File: src/rtl/bl_ctrl_multi.sv
// bl_ctrl_multi: bit-line DAC/strobe sequencer for set/reset/read with bursts, timeout and abort
module bl_ctrl_multi #(
    parameter int ADDR_W = 5,
    parameter int DAC_W = 8,
    parameter int TMR_W = 8,
    parameter int REP_W = 4,
    parameter int T_PRE = 10,
    parameter int T_ADDR = 10,
    parameter int T_TOUT = 200,
    parameter logic [DAC_W-1:0] V_SET_PRE = 8'h00,
    parameter logic [DAC_W-1:0] V_RST_PRE = 8'h6C,
    parameter logic [DAC_W-1:0] V_RD_PRE = 8'h00,
    parameter logic [DAC_W-1:0] V_SET_OP = 8'h4D,
    parameter logic [DAC_W-1:0] V_RST_OP = 8'h00,
    parameter logic [DAC_W-1:0] V_RD_OP = 8'h08,
    parameter logic [DAC_W-1:0] V_IDLE = 8'h00
) (
    input  logic              sys_clk,
    input  logic              sys_rst_n,
    input  logic              work_en,
    input  logic              work_mode,
    input  logic              op_mode,
    input  logic [ADDR_W-1:0] bl_addr_in,
    input  logic [REP_W-1:0]  rep_in,
    input  logic              op_down,
    input  logic              abort,
    output logic              busy,
    output logic              done,
    output logic [1:0]        err,
    output logic [DAC_W-1:0]  bl_digital_vol,
    output logic              bl_dac_lock_en,
    output logic [ADDR_W-1:0] bl_addr,
    output logic              bl_pre_op_en,
    output logic              bl_addr_op_en,
    output logic              bl_assert_en
);
    typedef enum logic [2:0] {IDLE, PRE_OP, ADDR_OP, WAIT, DONE} state_t;
    localparam logic [TMR_W-1:0] TP = TMR_W'(T_PRE);
    localparam logic [TMR_W-1:0] TA = TMR_W'(T_ADDR);
    localparam logic [TMR_W-1:0] TT = TMR_W'(T_TOUT);
    localparam logic [TMR_W-1:0] ONE = TMR_W'(1);
    state_t state, state_n;
    logic mode, mode_n, op, op_n;
    logic [TMR_W-1:0] timer, timer_n;
    logic [REP_W-1:0] rep, rep_n;
    logic [1:0] err_n;
    logic [DAC_W-1:0] vol_n;
    logic [ADDR_W-1:0] addr_n;
    logic lock_n, pre_n, aop_n, done_n;
    function automatic logic [DAC_W-1:0] pre_code(input logic m, input logic o);
        return m ? (o ? V_SET_PRE : V_RST_PRE) : V_RD_PRE;
    endfunction
    function automatic logic [DAC_W-1:0] op_code(input logic m, input logic o);
        return m ? (o ? V_SET_OP : V_RST_OP) : V_RD_OP;
    endfunction
    always_ff @(posedge sys_clk) begin
        if (!sys_rst_n) begin
            state <= IDLE;
            mode <= 1'b0;
            op <= 1'b0;
            timer <= '0;
            rep <= '0;
            busy <= 1'b0;
            done <= 1'b0;
            err <= 2'b00;
            bl_digital_vol <= '0;
            bl_dac_lock_en <= 1'b0;
            bl_addr <= '0;
            bl_pre_op_en <= 1'b0;
            bl_addr_op_en <= 1'b0;
            bl_assert_en <= 1'b0;
        end else begin
            state <= state_n;
            mode <= mode_n;
            op <= op_n;
            timer <= timer_n;
            rep <= rep_n;
            busy <= state_n != IDLE;
            done <= done_n;
            err <= err_n;
            bl_digital_vol <= vol_n;
            bl_dac_lock_en <= lock_n;
            bl_addr <= addr_n;
            bl_pre_op_en <= pre_n;
            bl_addr_op_en <= aop_n;
            bl_assert_en <= aop_n;
        end
    end
    always_comb begin
        state_n = state;
        mode_n = mode;
        op_n = op;
        timer_n = timer;
        rep_n = rep;
        err_n = err;
        vol_n = bl_digital_vol;
        addr_n = bl_addr;
        lock_n = 1'b0;
        pre_n = 1'b0;
        aop_n = 1'b0;
        done_n = 1'b0;
        case (state)
            IDLE: if (work_en) begin
                mode_n = work_mode;
                op_n = op_mode;
                addr_n = bl_addr_in;
                rep_n = rep_in;
                vol_n = pre_code(work_mode, op_mode);
                lock_n = 1'b1;
                timer_n = TP;
                err_n = 2'b00;
                state_n = PRE_OP;
            end
            PRE_OP: if (abort) begin
                err_n = 2'b10;
                state_n = DONE;
            end else if (timer == ONE) begin
                pre_n = 1'b1;
                vol_n = op_code(mode, op);
                lock_n = 1'b1;
                timer_n = TA;
                state_n = ADDR_OP;
            end else timer_n = timer - ONE;
            ADDR_OP: if (abort) begin
                err_n = 2'b10;
                state_n = DONE;
            end else if (timer == ONE) begin
                aop_n = 1'b1;
                timer_n = TT;
                state_n = WAIT;
            end else timer_n = timer - ONE;
            WAIT: if (abort) begin
                err_n = 2'b10;
                state_n = DONE;
            end else if (op_down && rep != '0) begin
                // burst re-arm: stay on the operate code, skip precharge
                rep_n = rep - 1'b1;
                timer_n = TA;
                state_n = ADDR_OP;
            end else if (op_down || timer == ONE) begin
                err_n = op_down ? 2'b00 : 2'b01;
                state_n = DONE;
            end else timer_n = timer - ONE;
            DONE: begin
                done_n = 1'b1;
                vol_n = V_IDLE;
                lock_n = 1'b1;
                state_n = IDLE;
            end
            default: state_n = IDLE;
        endcase
    end
endmodule

File: config.mk
export PLATFORM = sky130hd
export DESIGN_NAME = bl_ctrl_multi
export DESIGN_NICKNAME = d
export VERILOG_FILES = /design/src/rtl/bl_ctrl_multi.sv
export SDC_FILE = /design/constraint.sdc
export NUM_CORES = 1
export LEC_CHECK = 0
export CAP_MARGIN = 25
export CELL_PAD_IN_SITES_DETAIL_PLACEMENT = 1
export CELL_PAD_IN_SITES_GLOBAL_PLACEMENT = 1
export CORE_UTILIZATION = 40
export CTS_CLUSTER_DIAMETER = 30
export CTS_CLUSTER_SIZE = 8
export DETAILED_ROUTE_END_ITERATION = 8
export PLACE_DENSITY = 0.86
export SETUP_SLACK_MARGIN = 0.3
export SLEW_MARGIN = 5
export SYNTH_ARGS = -nofsm -noshare
export SYNTH_HDL_FRONTEND = slang
export SYNTH_SLANG_ARGS = --single-unit
File: constraint.sdc
create_clock -name sys_clk -period 5.4 [get_ports sys_clk]
set_input_delay 1.08 -clock sys_clk [delete_from_list [all_inputs] [get_ports sys_clk]]
set_output_delay 1.08 -clock sys_clk [all_outputs]
set_load 0.01 [all_outputs]
# Word-level counts from Yosys, hierarchy flattened
# Cells that the tools add are included.
word_totals:
  ff_bits: 37
  in_bits: 16
  output_inout_bits: 21
  word_cells: 89
classes:
  addsub: 2
  eq_ne: 15
  n_mux: 42
  reduce_logical: 17
ops:
  columns: ["op", "count"]
  rows:
  - ["$mux W8", 11]
  - ["$pmux W8 S4", 1]
  - ["$mux W7", 4]
  - ["$mux W3", 8]
  - ["$pmux W8 S3", 1]
  - ["$mux W4", 3]
  - ["$ne A2 B2 Y1 const B", 6]
  - ["$pmux W3 S4", 1]
  - ["$mux W2", 5]
  - ["$ne A3 B3 Y1 const B", 3]
  - ["$reduce_bool A3 Y1", 3]
  - ["$eq A8 B1 Y1 const B", 1]
  - ["$pmux W4 S2", 1]
  - ["$reduce_and A4 Y1", 2]
  - ["$reduce_bool A4 Y1", 2]
  - ["$sub A8 B1 Y8 const B", 1]
  - ["$eq A3 B2 Y1 const B", 2]
  - ["$pmux W2 S3", 1]
  - ["$reduce_and A2 Y1", 3]
  - ["$reduce_and A6 Y1", 1]
  - ["$mux W1", 5]
  - ["$reduce_and A5 Y1", 1]
  - ["$sub A4 B1 Y4 const B", 1]
  - ["$eq A3 B1 Y1 const B", 1]
  - ["8 further kinds", 8]

# Depth between registers and ports, before layout
# Gate-level depths: netlist of run 1.
depth:
  depth_word: 7
  depth_mapped: 7
  depth_no_buf: 7

# Worst setup path after synthesis of run 1
# Ideal clock, no wire load.
synth_timing:
  path_kind: "input to register"
  start: "in work_en"
  end: "reg err[0]"
  setup_time_ns: 0.119
  arrival_time_ns: 2.196
  required_time_ns: 5.281
  path_slack_ns: 3.085
  cell_stages: 5
  n_path_buf: 1
  path_cell_list: "or4b_2 buf_2 nand3_1 nor2_1 o221a_2"
synth_between:
  elab_chain_len: 2
synth_rtl:
  columns: ["item", "line_no", "source"]
  rows:
  - ["start, declared", "20", "input logic work_en,"]
  - ["$ne A2 B2 Y1 (no source line)", null, null]
  - ["$reduce_and A5 Y1 (no source line)", null, null]
  - ["end signal, assigned", "80", "err <= err_n;"]
  - ["end, declared", "29", "output logic [1:0] err,"]
# Every way passes these cells.
# A chain may end at the register's enable or synchronous reset.

==> results of run 1 <==
[cell usage after synthesis (3+ instances only)]
cell	instances	share of area
nor4_1	3	0.010
nand3_1	5	0.014
buf_4	6	0.025
nor3b_1	8	0.033
nor2_1	21	0.043
clkbuf_1	4	0.0082
a21oi_1	24	0.066
buf_2	4	0.011
nand2b_1	5	0.017
o21ai_0	13	0.036
nor3_1	8	0.022
nand2_1	28	0.057
dfxtp_1	33	0.36
inv_1	9	0.018
a32o_1	6	0.033
nand3b_1	3	0.012
ha_1	3	0.021
[final timing paths]
path / startpoint / end / cells past startpoint / slack [ns]
worst max-delay path: sys_rst_n / timer[5] / 4 / 2.57
worst min-delay path: bl_addr[2] / bl_addr[2] / 2 / 0.46
worst max register to register: state[0] / timer[3] / 5 / 3.10
worst min register to register: bl_addr[2] / bl_addr[2] / 2 / 0.46
[worst reg2reg max path, stage by stage, from the launching register on]
cell and delay, ns:
dfxtp_1 0.75, nand3b_1 0.48, a21oi_1 0.39, a21oi_1 0.16
nor2_1 0.27, a221oi_2 0.11
[power groups by stage]
stage	registers [mW]	logic (mW)	clock network, mW
3_5_place_dp	0.284	0.135	0
5_1_grt	0.282	0.151	0.192
4_1_cts	0.278	0.136	0.185
3_3_place_gp	0.283	0.131	0
2_1_floorplan	0.279	0.0922	0
6_report	0.278	0.135	0.183
[flip-flops by register name, indices dropped and copies added (netlist names)]
name            cells
timer               8
bl_addr             5
bl_digital_vol      4
rep                 4
state               3
err                 2
bl_assert_en        1
bl_dac_lock_en      1
bl_pre_op_en        1
busy                1
done                1
mode                1
op                  1
[area by class of cell]
cell class              count  area [sq um]
inverters                   9         33.78
fillers                   537          2162
clock inverters             2         10.01
well taps                  52         65.06
clock buffers               6         72.57
flip-flops and latches     33         660.6
repair buffers             33         330.3
multi-input cells         168          1050
[cell families after synthesis]
logic type,Yosys count
AOI/OAI and AO/OA,59
xor gates and xnor gates,1
adders and majority gates,3
buffers and inverters,24
DFF,33
muxes,2
other,1
and+or+nand+nor,100
[layer usage]
layer	part of all wire	wire, um
met1	0.48	2292
met2	0.47	2249
met3	0.035	166
met4	0.0086	41
met5	0	0
[stage by stage]
stage / instance area [sq um] / instances
floorplan: 1838 / 225
global placement: 2140 / 295
detailed placement: 2140 / 295
CTS: 2222 / 303
global route: 2222 / 303
finish: 2222 / 303
==> results.yml, run 1 <==
synthesis:
  synth-compound-area-share: 0.2215
  synthMuxAreaShare: 0.01162
  synth_top_family_by_area: "simple AND/OR/NAND/NOR gates"
  syn_inst: 223
  yosysUniqueCellTypes: 53
  ys.flop_type: "dfxtp_1"
  synth_xor_area_frac: 0.004785
  yosys_warnings: 0
  synth-simple-area-share: 0.3090
  async_flop_share: 0
  ys_seq_elements: 33
  syn_area_per_cell_sq_um: 8.209
  syn_area_sq_mm: 0.001831
  synth_adder_area_share: 0.02051
  synth_edf_count: 0
  yosysSeqAreaShare: 0.3609
floorplanning:
  row_count: 24
  start_util: 0.4175
  die_y_um: 69.65
  top_level_ports: 37
  die_area_sq_mm: 0.004851
  die_x_um: 69.65
  core_area_sq_mm: 0.004384
timing:
  timing.setup.tns_ns: 0
  setup_viol: 0
  worst_pin_slew_ns: 0.7771
  holdWs_ns: 0.4604
  max_freq_ghz: 0.3530
  drv_slew: 0
  fin_crit_sh: 0.5247
  slew_headroom: 0.4814
  min_period_ns: 2.833
  finalHoldViolCount: 0
  grt_setup_unrepaired: "no"
  fin_ws_ns: 2.567
  skew_ns: 0.003940
global_route:
  grt-busiest-layer: "met2"
  use_met3: 0.05233
  grtUsageTotal: 0.2147
  grt_max_degree: 24
  grt_pass1_wl_mm: 8.286
  overflow: 0
  antenna_found_initial: 0
  grt_pass1_vias: 1694
  grt_use_met2: 0.3484
  grt_use_met1: 0.2900
cells_and_area:
  nNetsFinal: 269
  layout_common_cells: "dfxtp_1, clkdlybuf4s50_1, nand2_1"
  num_antenna_cells: 0
  finish.utilization: 0.5068
  layout-drive-gt1-share: 0.1036
  area_growth_pct: 21.39
routing:
  remaining_drc_errors: 0
  num_vias: 1675
  wirelength_mm: 4.750
  wl_per_cell_um: 15.68
  postRouteAntennaNets: 0
  drt_iter0_markers: 72
  vias_per_cell: 5.528
  dr.pass1.iters: 4
placed_design:
  pre_cts_slack_ns: 2.265
  routabilityCongestion: 0.8494
  dpl.hpwl_mm: 3.371
  port_buffers: 33
hold_path:
  hold_path_class: "reg2reg"
worst_setup_path:
  critPathArrivalTime_ns: 3.05
  critical_path.top_delay_family: "buffers and inverters"
  crit_chain: "clkdlybuf4s50_1, inv_1, or3_1, o22ai_1"
  crit_path_top_delay_cell: "clkdlybuf4s50_1"
  cp_num_buf_inv: 2
  end_kind: "register"
  cp.required_ns: 5.62
  cpPeakStageDelay_ns: 0.84
  critical_path_peak_fanout: 23
  start_kind: "input port"
  worst-setup-path-type: "in2reg"
clock_network:
  clkLatencyLatePin_ns: 0.29
  cts_num_sinks: 33
  numCtsBuffers: 5
  cts_hold_buffers: 0
  ctsResizeCount: 0
  cts_tree: "yes"
  postCtsSetupBuffers: 0
  clock-root-buffer: "clkbuf_8"
  htreeDepth: 2
  clk_pin_slew_ns: 0.07
  cts_buffer_depth: 2
pwr:
  powerDensity_mw_per_mm2: 268.4
  p_sw_mw: 0.1837
  p_sw_frac: 0.3081
  power_mw: 0.5963
  irDropWorstVdd_mv: 0.1583
  clkPwrFrac: 0.307
  p_leak_nw: 0.7972
  p_comb_frac: 0.227
  power.internal_mw: 0.4126
  sequentialPowerShare: 0.467
run:
  drv_cap: 0
outcome:
  status: "complete, no violations"
Power figures use the tool's default switching activity.
==> run 2: changes to the inputs <==
CORE_UTILIZATION = 37   (was 40)
PLACE_DENSITY = 0.8   (was 0.86)
clock period = 2.64 ns   (was 5.4 ns; I/O delays follow)
==> results.yml, run 2 (synthesis gave the netlist of run 1 again) <==
cells_and_area:
  area_growth_pct: 28.23
  num_antenna_cells: 0
  layout-drive-gt1-share: 0.1423
  layout_common_cells: "clkdlybuf4s50_1, dfxtp_1, nand2_1"
  layout_commonest_cell: "clkdlybuf4s50_1"
  top_register: "timer"
  reg_top3: "timer x8, bl_addr x5"
  largest_reg_flops: 8
  multi_input_area_sq_mm: 0.001054
  seq_area_sq_um: 661.9
  fillers: 602
  nNetsFinal: 278
timing:
  drv_slew: 0
  slew_headroom: 0.6128
  fin_crit_sh: 0.8091
  max_freq_ghz: 0.4681
  grt_setup_unrepaired: "no"
  min_period_ns: 2.136
  finalHoldViolCount: 0
  timing.setup.tns_ns: 0
  worst_pin_slew_ns: 0.5782
  setup_viol: 0
  skew_ns: 0.005665
placed_design:
  port_buffers: 33
  routabilityCongestion: 0.8417
  dpl.hpwl_mm: 3.539
routing:
  drt_iter0_markers: 57
  postRouteAntennaNets: 0
  vias_per_cell: 5.248
  dr.pass1.iters: 4
  num_vias: 1716
  wl_per_cell_um: 14.89
  remaining_drc_errors: 0
  wirelength_mm: 4.870
global_route:
  grt-busiest-layer: "met2"
  grt_use_met2: 0.3323
  antenna_found_initial: 0
  grt_max_degree: 17
  grt_use_met1: 0.2674
  use_met3: 0.04167
  overflow: 0
  grtUsageTotal: 0.2031
  grt_pass1_wl_mm: 8.183
  grt_pass1_vias: 1709
clock_network:
  htreeDepth: 2
  cts_hold_buffers: 0
  cts_tree: "yes"
  cts_buffer_depth: 2
  cts_num_sinks: 33
  numCtsBuffers: 5
  clkLatencyLatePin_ns: 0.29
  clock-root-buffer: "clkbuf_8"
  postCtsSetupBuffers: 0
  clk_pin_slew_ns: 0.07
worst_setup_path:
  cp.required_ns: 2.84
  worst-setup-path-type: "reg2reg"
  start_kind: "register"
  critPathArrivalTime_ns: 2.34
  end_kind: "register"
  critical_path_peak_fanout: 7
pwr:
  p_leak_nw: 0.8554
  power.internal_mw: 0.9811
  p_sw_mw: 0.3819
  power_mw: 1.363
  irDropWorstVdd_mv: 0.2681
  sequentialPowerShare: 0.414
  p_comb_frac: 0.219
  p_sw_frac: 0.2802
  clkPwrFrac: 0.367
  powerDensity_mw_per_mm2: 580.7
floorplanning:
  core_area_sq_mm: 0.004755
  die_x_um: 72.34
  start_util: 0.3850
  die_area_sq_mm: 0.005232
  die_y_um: 72.34
  row_count: 25
  top_level_ports: 37
run:
  drv_cap: 0
outcome:
  status: "complete, no violations"
hold_path:
  hold_path_class: "reg2reg"
run 2: repair_timing:
action / in CTS / in global routing
gates resized for setup: 0 / 2
endpoints found under the hold margin: 0 / 0
endpoints found under the setup margin: 0 / 5
run 2: final timing paths:
check / startpoint / endpoint / slack (ns) / depth (start not counted)
hold reg to reg: bl_addr[3] / bl_addr[3] / 0.46 / 2
hold / removal: bl_addr[3] / bl_addr[3] / 0.46 / 2
setup reg to reg: timer[0] / timer[3] / 0.50 / 6
setup / recovery: timer[0] / timer[3] / 0.50 / 6
run 2: through the flow:
stage / hold slack, ns / utilization / setup WS, ns / instances / area, sq um
floorplan: 0.4597 / - / 0.7613 / 225 / 1838
global placement: 0.4450 / 0.4682 / 0.2829 / 319 / 2226
detailed placement: 0.4541 / 0.4682 / 0.2357 / 319 / 2226
CTS: 0.4664 / 0.4926 / 0.3360 / 327 / 2342
global route: 0.4899 / 0.4937 / 0.3412 / 327 / 2347
finish: 0.4621 / 0.4937 / 0.5039 / 327 / 2347
run 2: layer usage:
| metal | share of wire | vias to the layer above |
|---|---|---|
| met2 | 0.47 | 37 |
| met1 | 0.49 | 819 |
| li1 | - | 855 |
| met3 | 0.035 | 5 |
| met4 | 0.013 | 0 |
| met5 | 0 | - |
run 2: area by class of cell:
type | count | area share
repair buffers | 42 | 0.1695
multi-input cells | 168 | 0.4488
well taps | 67 | 0.03571
clock inverters | 1 | 0.01279
clock buffers | 7 | 0.03678
inverters | 9 | 0.01439
flip-flops and latches | 33 | 0.2820
run 2: power groups by stage:
| stage | logic [mW] | registers (mW) | clock network [mW] |
|---|---|---|---|
| detailed placement | 0.296 | 0.575 | 0 |
| global placement | 0.289 | 0.573 | 0 |
| CTS | 0.299 | 0.564 | 0.511 |
| floorplan | 0.189 | 0.571 | 0 |
| global route | 0.332 | 0.568 | 0.528 |
| finish | 0.299 | 0.564 | 0.500 |
run 2: critical path, stage by stage, from the launching register on:
cell      delay (ns)
dfxtp_1         0.42
ha_1            0.20
nor4b_4         0.41
nand2_1         0.30
a21oi_2         0.31
nor2_1          0.12
a221oi_2        0.28
==> run 3: changes to the inputs <==
CORE_UTILIZATION = 34   (was 37)
PLACE_DENSITY = 0.78   (was 0.8)
clock period = 1.88 ns   (was 2.64 ns; I/O delays follow)
==> results.yml, run 3 (synthesis gave the netlist of run 1 again) <==
cells_and_area:
  layout_commonest_cell: "buf_4"
  top_register: "timer"
  largest_reg_flops: 8
  layout_common_cells: "buf_4, nand2_1, dfxtp_1"
  final_area_sq_mm: 0.003103
  area_growth_pct: 69.51
  layout-drive-gt1-share: 0.4422
  num_antenna_cells: 0
  reg_top3: "timer x8, bl_addr x5"
  nNetsFinal: 321
  finish.utilization: 0.6037
global_route:
  grtUsageTotal: 0.2547
  grt_pass1_wl_mm: 10.41
  use_met3: 0.05291
  overflow: 0
  grt_use_met2: 0.4425
  grt_max_degree: 16
  grt_use_met1: 0.2962
  grt_pass1_vias: 2070
  grt-busiest-layer: "met2"
  antenna_found_initial: 0
floorplanning:
  top_level_ports: 37
  die_x_um: 75.38
  die_y_um: 75.38
  core_area_sq_mm: 0.005140
  start_util: 0.3561
  die_area_sq_mm: 0.005681
  row_count: 26
timing:
  setup_viol: 5
  fin_crit_sh: 1.032
  fin_ws_ns: -0.05924
  grt_setup_unrepaired: "yes"
  finalHoldViolCount: 0
  worst_pin_slew_ns: 0.5154
  slew_headroom: 0.6552
  drv_slew: 0
  min_period_ns: 1.939
  holdWs_ns: 0.4650
  max_freq_ghz: 0.5157
  skew_ns: 0.005164
worst_setup_path:
  worst-setup-path-type: "reg2reg"
  critical_path_peak_fanout: 9
  start_kind: "register"
  cp.required_ns: 2.08
  ff2ff_setup_slack_ns: -0.06
  critPathArrivalTime_ns: 2.14
  end_kind: "register"
pwr:
  p_comb_frac: 0.338
  p_sw_frac: 0.3304
  clkPwrFrac: 0.289
  irDropWorstVdd_mv: 0.2889
  powerDensity_mw_per_mm2: 691.3
  power.internal_mw: 1.437
  p_sw_mw: 0.7087
  p_leak_nw: 1.344
  sequentialPowerShare: 0.373
clock_network:
  cts_buffer_depth: 2
  clk_pin_slew_ns: 0.07
  htreeDepth: 2
  cts_hold_buffers: 0
  numCtsBuffers: 5
  clkLatencyLatePin_ns: 0.30
  cts_num_sinks: 33
  clock-root-buffer: "clkbuf_8"
  cts_tree: "yes"
placed_design:
  dpl.hpwl_mm: 4.255
  routabilityCongestion: 0.8157
  pre_cts_slack_ns: -0.2688
  port_buffers: 33
  post_dp_cell_area_sq_mm: 0.002559
routing:
  remaining_drc_errors: 0
  vias_per_cell: 5.627
  postRouteAntennaNets: 0
  drt_iter0_markers: 152
  wl_per_cell_um: 20.84
  num_vias: 2099
  dr.pass1.iters: 4
  wirelength_mm: 7.775
outcome:
  status: "finished with violations"
  violations: "setup timing"
run:
  drv_cap: 0
hold_path:
  hold_path_class: "reg2reg"
[run 3: cell count changes in the layout (fill, tap and decap cells not counted), sizes merged]
cell           previous run  this run
dlymetal6s2s              0        11
buf                       9        52
bufinv                    1         0
clkdlybuf4s50            33        22
clkinv                    0         1
[run 3: metal layers]
metal | share of wire | vias up
li1 | - | 950
met1 | 0.41 | 1030
met2 | 0.51 | 92
met3 | 0.045 | 27
met4 | 0.039 | 0
met5 | 0 | -
[run 3: per-stage QoR]
stage               std cells  power (mW)  setup TNS (ns)
floorplan                 225       1.101               0
global placement          353       1.317          -2.185
detailed placement        353       1.341          -3.132
CTS                       367       2.027        -0.03382
global route              373       2.221         -0.7647
finish                    373       2.145         -0.1610
[run 3: final cells by class]
type	count	area [sq um]
clock buffer	7	96.34
clock inverter	1	5.005
tap	70	87.58
fill	604	2037
multi-input combinational	168	1406
sequential	33	673.1
timing repair buffer	85	800.8
inverter	9	33.78
[run 3: final timing paths]
kind / start / endpoint / cells after the start
max: state[0] / rep[2] / 5
min: bl_addr[2] / bl_addr[2] / 2
max reg2reg: state[0] / rep[2] / 5
min reg2reg: bl_addr[2] / bl_addr[2] / 2
[run 3: power groups by stage]
| stage | logic, mW | clock network [mW] | registers [mW] |
|---|---|---|---|
| 2_1_floorplan | 0.296 | 0 | 0.805 |
| 3_3_place_gp | 0.513 | 0 | 0.804 |
| 3_5_place_dp | 0.533 | 0 | 0.807 |
| 4_1_cts | 0.613 | 0.620 | 0.794 |
| 5_1_grt | 0.770 | 0.647 | 0.805 |
| 6_report | 0.725 | 0.619 | 0.801 |
[run 3: worst max-delay path, cell delays in order, from the launching register on]
cell,delay [ns]
dfxtp_2,0.44
nand2_1,0.20
or4b_4,0.59
a21oi_4,0.26
o21ai_1,0.10
a32o_1,0.24
[run 3: timing repair]
item / in CTS / in global routing
buffers inserted: 6 / 6
pin swaps: 28 / 13
endpoints found under the setup margin: 19 / 36
resized for setup: 41 / 47
